==> config.mk <==
export PLATFORM = sky130hd
export DESIGN_NAME = i2s_burst_sched
export DESIGN_NICKNAME = d
export VERILOG_FILES = /design/src/rtl/i2s_burst_sched.sv
export SDC_FILE = /design/constraint.sdc
export NUM_CORES = 1
export LEC_CHECK = 0
export ABC_CLOCK_PERIOD_IN_PS = 2500
export CORE_MARGIN = 2
export CORE_UTILIZATION = 57
export CTS_CLUSTER_DIAMETER = 120
export DETAILED_ROUTE_END_ITERATION = 12
export DONT_BUFFER_PORTS = 1
export GPL_ROUTABILITY_DRIVEN = 1
export HOLD_SLACK_MARGIN = 0.08
export PLACE_DENSITY = 0.82
export SLEW_MARGIN = 40
export SYNTH_ARGS = -nofsm -noshare
export SYNTH_HDL_FRONTEND = slang
export SYNTH_SLANG_ARGS = --single-unit
==> constraint.sdc <==
create_clock -name pclk -period 2.5 [get_ports pclk]
set_clock_uncertainty 0.1 [all_clocks]
set_input_delay 0.5 -clock pclk [delete_from_list [all_inputs] [get_ports pclk]]
set_output_delay 0.5 -clock pclk [all_outputs]
set_load 0.02 [all_outputs]
==> src/rtl/i2s_burst_sched.sv <==
// Burst scheduler and APB master for the I2S transceiver data registers.
// Define I2S_SCHED_RX_PRIO_EN to give Rx fixed priority on ties.
module i2s_burst_sched #(
  parameter logic [31:0] TX_ADDR = 32'h0000_0000,
  parameter logic [31:0] RX_ADDR = 32'h0000_0004,
  parameter int          BURST   = 4
) (
  input  logic        pclk,
  input  logic        preset,
  input  logic        en,
  input  logic        tx_valid,
  input  logic [31:0] tx_data,
  output logic        tx_ready,
  output logic        rx_valid,
  output logic [31:0] rx_data,
  input  logic        rx_ready,
  input  logic        tx_al_empty,
  input  logic        tx_full,
  input  logic        rx_al_full,
  input  logic        rx_empty,
  output logic        m_penable,
  output logic        m_pwrite,
  output logic [31:0] m_paddr,
  output logic [31:0] m_pwdata,
  input  logic [31:0] m_prdata,
  output logic [1:0]  grant,
  output logic        busy
);

  localparam logic [2:0] IDLE      = 3'd0;
  localparam logic [2:0] TX_LOAD   = 3'd1;
  localparam logic [2:0] TX_SETUP  = 3'd2;
  localparam logic [2:0] TX_ACCESS = 3'd3;
  localparam logic [2:0] RX_SETUP  = 3'd4;
  localparam logic [2:0] RX_ACCESS = 3'd5;
  localparam logic [2:0] RX_PUSH   = 3'd6;

  localparam logic [4:0] BURST_W = 5'(BURST);

  logic [2:0]  state;
  logic [2:0]  state_nx;
  logic [4:0]  word_cnt;
  logic        last_rx;
  logic [1:0]  grant_q;
  logic [31:0] pwdata_q;
  logic [31:0] rxdata_q;

  logic tx_req;
  logic rx_req;
  logic pick_tx;
  logic pick_rx;
  logic tx_load;
  logic rx_done;
  logic rx_more;
  logic end_burst;

  assign tx_req = en & tx_al_empty & ~tx_full & tx_valid;
  assign rx_req = en & rx_al_full & ~rx_empty;

`ifdef I2S_SCHED_RX_PRIO_EN
  assign pick_rx = rx_req;
  assign pick_tx = tx_req & ~rx_req;
`else
  // last_rx set means Rx owned the port last, so Tx wins the tie
  assign pick_tx = tx_req & (~rx_req | last_rx);
  assign pick_rx = rx_req & ~pick_tx;
`endif

  assign tx_load = (state == TX_LOAD) & en & tx_valid & ~tx_full
                 & (word_cnt < BURST_W);
  assign rx_done = (state == RX_PUSH) & rx_ready;
  assign rx_more = en & ~rx_empty & ((word_cnt + 5'd1) < BURST_W);

  assign end_burst = ((state == TX_LOAD) & ~tx_load)
                   | (rx_done & ~rx_more);

  always_comb begin
    state_nx = state;
    unique case (state)
      IDLE: begin
        if (pick_tx)
          state_nx = TX_LOAD;
        else if (pick_rx)
          state_nx = RX_SETUP;
      end
      TX_LOAD:   state_nx = tx_load ? TX_SETUP : IDLE;
      TX_SETUP:  state_nx = TX_ACCESS;
      TX_ACCESS: state_nx = TX_LOAD;
      RX_SETUP:  state_nx = RX_ACCESS;
      RX_ACCESS: state_nx = RX_PUSH;
      RX_PUSH: begin
        if (rx_ready)
          state_nx = rx_more ? RX_SETUP : IDLE;
      end
      default:   state_nx = IDLE;
    endcase
  end

  always_ff @(posedge pclk or posedge preset) begin
    if (preset) begin
      state    <= IDLE;
      word_cnt <= 5'd0;
      last_rx  <= 1'b1;
      grant_q  <= 2'b00;
      pwdata_q <= 32'd0;
      rxdata_q <= 32'd0;
    end else begin
      state <= state_nx;
      if (end_burst) begin
        word_cnt <= 5'd0;
        last_rx  <= grant_q[1];
        grant_q  <= 2'b00;
      end else if ((state == TX_ACCESS) | rx_done) begin
        word_cnt <= word_cnt + 5'd1;
      end
      if (state == IDLE) begin
        if (pick_tx)
          grant_q <= 2'b01;
        else if (pick_rx)
          grant_q <= 2'b10;
      end
      if (tx_load)
        pwdata_q <= tx_data;
      if (state == RX_ACCESS)
        rxdata_q <= m_prdata;
    end
  end

  assign tx_ready  = tx_load;
  assign rx_valid  = (state == RX_PUSH);
  assign rx_data   = rxdata_q;
  assign m_pwdata  = pwdata_q;
  assign m_penable = (state == TX_ACCESS) | (state == RX_ACCESS);
  assign m_pwrite  = (state == TX_SETUP) | (state == TX_ACCESS);
  assign grant     = grant_q;
  assign busy      = (state != IDLE);

  always_comb begin
    m_paddr = 32'd0;
    if ((state == TX_SETUP) | (state == TX_ACCESS))
      m_paddr = TX_ADDR;
    else if ((state == RX_SETUP) | (state == RX_ACCESS))
      m_paddr = RX_ADDR;
  end

endmodule

==> qor.yml <==
place_area_um2: 3410
holdCritStartpoint: "m_prdata[21]"
nNetsFinal: 326
avgSynthCellArea_um2: 14.1
synth_seq_cells: 75
ant_nets: 0
reg2reg_depth: 6
fmax_mhz: 459
cp_cell_sequence: "inv_1 -> nor2_2 -> o21a_1"
drv_cap: 0
cellPowerDensity_nw_per_um2: 1400
yosys_warnings: 0
r2r-start: "word_cnt[0]"
die_y_um: 81.8
dpl.hpwl_um: 4740
synth_cell_types: 42
h-tree-depth: 3
finalSetupTns_ns: 0
hold_class: "in -> reg"
syn-instance-count: 245
layout-drive-gt1-share_pct: 37.0
core-area_um2: 5890
path_class: "reg -> out"
fp-row-count: 28
track_usage_pct: 17.7
rsz0062_at_grt: "false"
cts_buffer_depth: 2
gp_congestion: 0.777
min_to: "rx_data[21]"
worstPathMaxFanout: 9
diodes: 0
final_common_cell: "dfrtp_1"
synth_ff_type: "dfrtp_1"
cts_tree: "done"
worst_ep_required_time_ns: 1.90
layout_common_cells: "dfrtp_1, mux2_2, conb_1, mux2_4"
hold_viol: 0
seq_area_frac_synth_pct: 54.5
die_w_um: 81.8
drc: 0
holdPathStages: 1
die_area_um2: 6680
critPathSlowestCell: "dfrtp_1"
firstDrtPassIters: 4
antenna_found_initial: 0
io_buffers: 0
finalCritPeriodShare_pct: 87.1
cts_sinks: 75
slowest_delay_ns: 0.49
synth_edf_count: 0
worstPathArrival_ns: 1.58
drtIter0Drc: 67
cp-start-kind: "flip-flop"
peakVddDrop_v: 0.000634
async_reset_ff_share_pct: 100
slew_headroom_pct: 61.5
cts_buffers: 9
synthTopCellsByArea: "dfrtp_1, mux2_4, mux2_2"
post-cts-setup-buffers: 0
final_area_um2: 3620
grt-ovfl-total: 0
status: "complete, no violations"
grt_max_degree: 51
grt_pass1_vias: 1785
synth_top_area_cell: "dfrtp_1"
io-pin-count: 176
root_buffer: "clkbuf_8"
tightestPinTransition_ns: 0.576
ctsResizeCount: 0
syn_to_final_growth_pct: 5.16
wl_per_cell_um: 18.6
reg2reg_slack_ns: 0.60
finalSetupViolations: 0
totalWireLength_um: 6190
syn-cell-area_um2: 3450
synth_top_area_share_pct: 53.7
path_clk_slew_ns: 0.08
cp-end-kind: "output port"
fin_crit_ns: 2.18
p_leak_nw: 1.75
num_vias: 1783
initial_utilization_pct: 58.5
grt_pass1_wl_um: 8600
r2r-end: "last_rx"
viasPerCell: 5.37
drv_slew: 0
clock_latency_ns: 0.34
## critical path: cells and delay by family (launching register included)
| family | cells | cell delay (ns) |
|---|---|---|
| compound gates | 1 | 0.30 |
| buf+inv | 1 | 0.12 |
| flops | 1 | 0.49 |
| simple gates | 1 | 0.33 |
## routing by layer
| layer | wire, µm | GRT usage (%) |
|---|---|---|
| met5 | 0 | 0 |
| met4 | 74 | 9.00 |
| met3 | 688 | 6.26 |
| met2 | 3120 | 29.0 |
| met1 | 2300 | 20.3 |
## how the worst max path moves through the flow
stage                  start           end  slack [ns]
global route        state[2]     m_penable        0.20
CTS                 state[2]     m_penable        0.30
global placement     tx_full      tx_ready        0.60
finish              state[2]     m_penable        0.32
detailed placement   tx_full  m_pwdata[28]        0.56
floorplan            tx_full      tx_ready        0.51
## repair_timing
action                     4_1_cts  5_1_grt
setup endpoints to repair        0        0
hold buffers                     1        0
hold endpoints to repair        24        0
## registers in the layout (all words and copies together) (netlist names)
| name | flops |
|---|---|
| grant | 2 |
| last_rx | 1 |
| m_pwdata | 32 |
| rx_data | 32 |
| state | 3 |
| word_cnt | 5 |
## area by class of cell
type                       count  area, µm²
timing repair buffer           7       67.6
clock inverter                 7       82.6
inverter                       6       26.3
clock buffer                   9        124
sequential                    75       1880
multi-input combinational    153       1350
tap                           75       93.8
fill                         465       2260
## cell usage after synthesis, types with 2 or more instances
| master | n |
|---|---|
| buf_6 | 4 |
| nand3_1 | 3 |
| xor2_1 | 2 |
| mux2_2 | 34 |
| inv_1 | 6 |
| buf_4 | 31 |
| nor2_1 | 9 |
| mux2_4 | 30 |
| nand2_1 | 7 |
| dfrtp_1 | 74 |
| xnor2_1 | 2 |
| nand2b_1 | 3 |
| nor3_1 | 2 |
| nand3b_1 | 3 |
| buf_2 | 5 |
| o21ai_0 | 2 |
| nor2b_1 | 3 |
## logic make-up after synthesis
| family | share of synthesized area (%) |
|---|---|
| other | 0.109 |
| AOI/OAI and AO/OA | 3.60 |
| xor gates and xnor gates | 1.02 |
| adders and majority gates | 0.363 |
| and+or+nand+nor | 6.06 |
| DFF | 54.5 |
| buffers and inverters | 9.55 |
| muxes | 24.8 |
## stage by stage
step	cells	total power [mW]	setup slack (ns)	util [%]	hold slack, ns
detailed placement	315	4.18	0.556	57.9	0.358
CTS	332	5.15	0.299	61.6	0.170
floorplan	275	3.93	0.505	-	0.436
global route	332	5.37	0.202	61.6	0.162
global placement	315	4.09	0.602	57.9	0.354
finish	332	5.09	0.322	61.6	0.185
## power by group
part | switching, mW | total [mW] | internal (mW)
Combinational | 0.497 | 1.24 | 0.741
Clock | 0.480 | 0.958 | 0.478
Sequential | 1.11 | 2.89 | 1.78
Total | 2.09 | 5.09 | 3.00
Power figures use the tool's default switching activity.
==> RTL change 1, RTL diff (config.mk and constraints unchanged) <==
The option `I2S_SCHED_RX_PRIO_EN` is turned on by a define.
--- a/src/rtl/i2s_burst_sched.sv
+++ b/src/rtl/i2s_burst_sched.sv
@@ -2,2 +2,4 @@
 // Define I2S_SCHED_RX_PRIO_EN to give Rx fixed priority on ties.
+`define I2S_SCHED_RX_PRIO_EN
+
 module i2s_burst_sched #(
Check against the original RTL: not equivalent (a bounded check fails within 4 cycles, from zero or initial values and one cycle with preset high).
==> RTL change 1 against the unedited design <==
- cell area is 0.41% higher
- power is 8.5% lower
- synthesized cell count increased by 1.6%
- critical endpoint unchanged
- largest cell class unchanged
- highest routed layer unchanged
- worst setup slack worse by 0.76 ps
- synthesized area up 1.2%
- wire length up 5.0%
- global-route usage is 0.38 points higher
- sequential cell count is 1 lower
- non-clock buffer count unchanged
==> RTL change 1: results (changes against the unedited design) <==
| Metric | Value |
|---|---|
| Status | `completed` |
| Least-Margin Pin Slew | `684.4 ps (+108.4 ps)` |
| Largest net degree at the start of global routing | `75 (+47%)` |
| Hold EP | `m_pwdata[13]` |
| Leakage | `1.806 nW (+3.1%)` |
| Sequential area share after synthesis | `0.5310 (-0.01399)` |
| Placed wire-length estimate | `4833 um (+2.0%)` |
| Worst VDD drop | `0.6127 mV (-3.4%)` |
| First-pass GRT wire length | `9059 um (+5.3%)` |
| Initial detailed-routing violation count | `49 (-27%)` |
| Final net count | `330 (+1.2%)` |
| Wire per inst | `19.34 um (+3.8%)` |
| Setup WS pre-CTS | `517.2 ps (-38.93 ps)` |
| Layout cell share with drive strength beyond 1 | `0.3602 (-0.009497)` |
| Overall global routing resource usage | `0.1804 (+0.003787)` |
| Distinct cell type count after synthesis | `43 (+2.4%)` |
| Worst-case reg-to-reg path depth | `5 (-1)` |
| Post-synthesis compound-gate area fraction | `0.05562 (+0.01967)` |
| Placement Cell Area | `3443 um2 (+1.1%)` |
| Met3 routed WL | `738 um (+7.3%)` |
| CP Max Fanout | `11 (+2)` |
| DR pass1 iterations | `6 (+2)` |
| Synth area leaders | `dfrtp_1, mux2_4, mux2_2, buf_4, buf_6` |
| Post-Synth Adder-Cell Area | `0.003588 (-0.00004299)` |
| Net Sw Power | `1.952 mW (-6.7%)` |
| Dpl cells | `319 (+1.3%)` |
| Synth Area in XOR/XNOR | `0.005023 (-0.005144)` |
| FF-to-FF Start | `state[1]` |
| Comb power frac | `0.247 (+0.004)` |
| Top cells by count, synth | `dfrtp_1, mux2_2, buf_4` |
| Met2 WL | `3197 um (+2.3%)` |
| Worst reg2reg setup slack | `490 ps (-110 ps)` |
| Worst Hold Slack | `200.1 ps (+14.63 ps)` |
| WL met1 | `2511 um (+9.3%)` |
| Vias | `1847 (+3.6%)` |
| Mapped Avg Cell Area | `14.00 um2 (-0.43%)` |
| Power Combinational | `1.15 mW (-7%)` |
| Reg-to-reg critical path endpoint | `rx_data[6]` |
RTL change 1: cell count changes after synthesis, moves of 2 or more:
cell / unedited run / this run
nor2_1: 9 / 4
nand3_1: 3 / 7
inv_1: 6 / 9
nand2_1: 7 / 4
o31ai_1: 1 / 4
a21o_1: 0 / 2
a31oi_1: 1 / 3
o21ai_0: 2 / 4
RTL change 1: area by class of cell:
| cell class | count | area, um2 |
|---|---|---|
| fill | 451 | 2282 |
| sequential | 74 | 1852 |
| multi-input combinational | 155 | 1406 |
| clock buffer | 9 | 123.9 |
| tap | 75 | 93.84 |
| timing repair buffer | 7 | 67.56 |
| clock inverter | 7 | 61.31 |
| inverter | 9 | 33.78 |
RTL change 1: kinds of logic (layout without fill, tap and decap cells):
group / count (synthesis) / in the layout
flops: 74 / 74
mux: 64 / 64
buf+inv: 50 / 32
simple gates: 34 / 34
compound gates: 23 / 23
xor+xnor: 2 / 2
fa+ha+maj: 1 / 1
other cells: 1 / 31
RTL change 1: worst max path at each step:
stage | slack [ps] | startpoint | cells after the start | to
floorplan | 20 | preset | 1 | grant[0]
CTS | 300 | state[1] | 3 | m_penable
detailed placement | 520 | state[1] | 5 | rx_data[6]
global route | 240 | state[2] | 4 | m_penable
global placement | 590 | state[1] | 5 | rx_data[10]
finish | 320 | state[1] | 3 | m_penable
RTL change 1: worst max-delay path: cells and delay by family (launching register included):
family          cells  cell delay (ps)
buf+inv             1              200
compound gates      1              270
simple gates        1              200
flops               1              580
RTL change 1: what timing repair did:
item,CTS,global route
hold endpoints to repair,74,0
hold buffers,1,0
endpoints found under the setup margin,0,0
RTL change 1: routing by layer:
metal  vias up  global-route usage
met5         -                   0
li1        821                   -
met1       913              0.2219
met2       107              0.2847
met3         6             0.08587
met4         0             0.04833
==> RTL change 2, RTL diff (same settings) <==
Without the edit above. Make the reset (`preset`) synchronous in one clocked block.
--- a/src/rtl/i2s_burst_sched.sv
+++ b/src/rtl/i2s_burst_sched.sv
@@ -98,3 +98,3 @@
 
-  always_ff @(posedge pclk or posedge preset) begin
+  always_ff @(posedge pclk) begin
     if (preset) begin
Formal check against the unedited RTL: differs if preset is asserted again (counterexample within 4 cycles, from zero or initial values and one cycle with preset high); with preset held inactive, the same outputs for 10 cycles.
==> RTL change 2 against the unedited design <==
- largest cell class unchanged
- sequential share of layout area decreased by 4.6 points
- count of clock-buffer cells in the layout increased by 3
- critical endpoint unchanged
- sequential cell count unchanged
- highest routed layer unchanged
- critical path depth unchanged
- cell area decreased by 12%
- first-iteration DRC count increased by 81%
- synthesized area decreased by 9.7%
- hold slack got worse by 56 ps
- worst setup slack got worse by 110 ps
- wire length increased by 3.7%
Power is not compared: it rests on default switching activity, and its combinational part moved more than twofold at a synthesized area within 25%.
==> RTL change 2: results (changes against the unedited design) <==
| Metric | Value |
|---|---|
| Vias | `2411 (+35%)` |
| Distinct cell type count after synthesis | `38 (-9.5%)` |
| Largest net degree at the start of global routing | `73 (+43%)` |
| GP Congestion | `0.7892 (+1.5%)` |
| Placement Cell Area | `2975 um2 (-13%)` |
| Clock latency on the worst-skew pair | `330 ps` |
| Mapped Avg Cell Area | `7.858 um2 (-44%)` |
| Delay-heaviest family, CP | `flip-flops` |
| CP Max Fanout | `9 (unchanged)` |
| CP max-delay cell | `dfxtp_1` |
| H-tree levels | `3 (unchanged)` |
| Post-CTS Hold Buffers | `0 (-1)` |
| Fillers | `473 (+1.7%)` |
| Initial detailed-routing violation count | `121 (+81%)` |
| Worst hold path class | `in -> reg` |
| Slowest stage delay, CP | `480 ps` |
| Antenna cells | `0 (unchanged)` |
| Initial antenna violation count | `0 (unchanged)` |
| Layout cell share with drive strength beyond 1 | `0.06154 (-0.3081)` |
| Fin cells | `460 (+39%)` |
| Placed wire-length estimate | `4511 um (-4.8%)` |
| Crit path capture | `m_penable` |
| CTS resizes | `0 (unchanged)` |
| Final WL | `6412 um (+3.7%)` |
| Dpl cells | `444 (+41%)` |
| Async S/R FF share, synth | `0 (-1.000)` |
| Syn. warnings | `0 (unchanged)` |
| Leakage | `1.127 nW` |
| Top cells by count, synth | `nand2_1, dfxtp_1, a21oi_1` |
| FF-to-FF Start | `word_cnt[0]` |
| Final net count | `459 (+41%)` |
| Sequential area share after synthesis | `0.4825 (-0.06252)` |
| Post-CTS setup buffer count | `0 (unchanged)` |
| First-pass GRT wire length | `9770 um (+14%)` |
| Worst VDD drop | `0.3828 mV` |
| Longest Clk Path Bufs | `2 (unchanged)` |
| CTS root buf | `clkbuf_8` |
| Synth Flop Type | `dfxtp_1` |
| Crit path launch | `state[2]` |
| Vias in the first global route | `2255 (+26%)` |
| Num CTS Buffers | `9 (unchanged)` |
| Reg-to-reg critical path endpoint | `word_cnt[1]` |
| Port-buffer cells | `0 (unchanged)` |
| Synth area leaders | `dfxtp_1, nand2_1, a21oi_1, buf_4, nor2_1` |
| Slew margin rel. | `0.6075 (-0.007670)` |
| DR pass1 iterations | `4 (unchanged)` |
| Status | `completed` |
| Overall global routing resource usage | `0.2003 (+0.02378)` |
| Worst reg2reg setup slack | `500 ps (-100 ps)` |
| Worst EP arrival | `1690 ps (+110 ps)` |
| Clk slew on worst S/H paths | `80 ps (about the same)` |
| Worst-case reg-to-reg path depth | `6 (unchanged)` |
## RTL change 2: cell types whose count changed in the layout (fill, tap and decap cells not counted), sizes merged, moves of 4 or more
cell and delta:
a21oi +65, nand2 +127, clkinv +4, nor2 +4, dfxtp +75, inv -6
dfrtp -74, mux2 -65
## RTL change 2: logic make-up (layout without fill, tap and decap cells)
kind of cell             count (synthesis)  after routing  share of synthesized area
XOR/XNOR                                 4              4                    0.01126
buffers and inverters                   59             23                     0.1226
multiplexers                             2              2                   0.006434
flip-flops                              75             75                     0.4825
adder cells (fa/ha/maj)                  1              1                   0.004020
AO/OA/AOI/OAI                           83             83                     0.1444
AND/OR/NAND/NOR                        171            171                     0.2276
other                                    1             31                   0.001205
## RTL change 2: how the worst min path moves through the flow
stage	to	depth (start not counted)	startpoint	slack, ps
global route	m_pwdata[12]	1	preset	110
floorplan	word_cnt[1]	2	word_cnt[1]	380
finish	m_pwdata[8]	1	preset	130
detailed placement	word_cnt[1]	2	word_cnt[1]	420
global placement	word_cnt[1]	2	word_cnt[1]	390
CTS	m_pwdata[22]	1	preset	120
## RTL change 2: cell type report
class,instances,area share
Sequential cell,75,0.4723
Clock inverter,4,0.01535
Clock buffer,12,0.04880
Timing Repair Buffer,3,0.007084
Inverter,4,0.006297
Multi-Input combinational cell,292,0.4227
Tap cell,70,0.02755
## RTL change 2: metrics by stage
step                utilization  setup slack [ps]
global route             0.6147             135.2
floorplan                     -             410.6
global placement         0.5752             411.3
detailed placement       0.5752             391.3
CTS                      0.6147             204.7
finish                   0.6147             207.7
## RTL change 2: report_power, final
part | total, mW | switching, mW | internal (mW)
Combinational | 0.137 | 0.103 | 0.0337
Clock | 0.928 | 0.414 | 0.515
Sequential | 1.26 | 0.0404 | 1.22
Total | 2.32 | 0.557 | 1.76
## RTL change 2: routing by layer
layer  GRT usage  up-vias  wire (um)
met2      0.3440      114       3168
li1            -     1191          -
met4     0.09464        0         85
met3     0.06977        8        644
met5           0        -          0
met1      0.2204     1098       2514
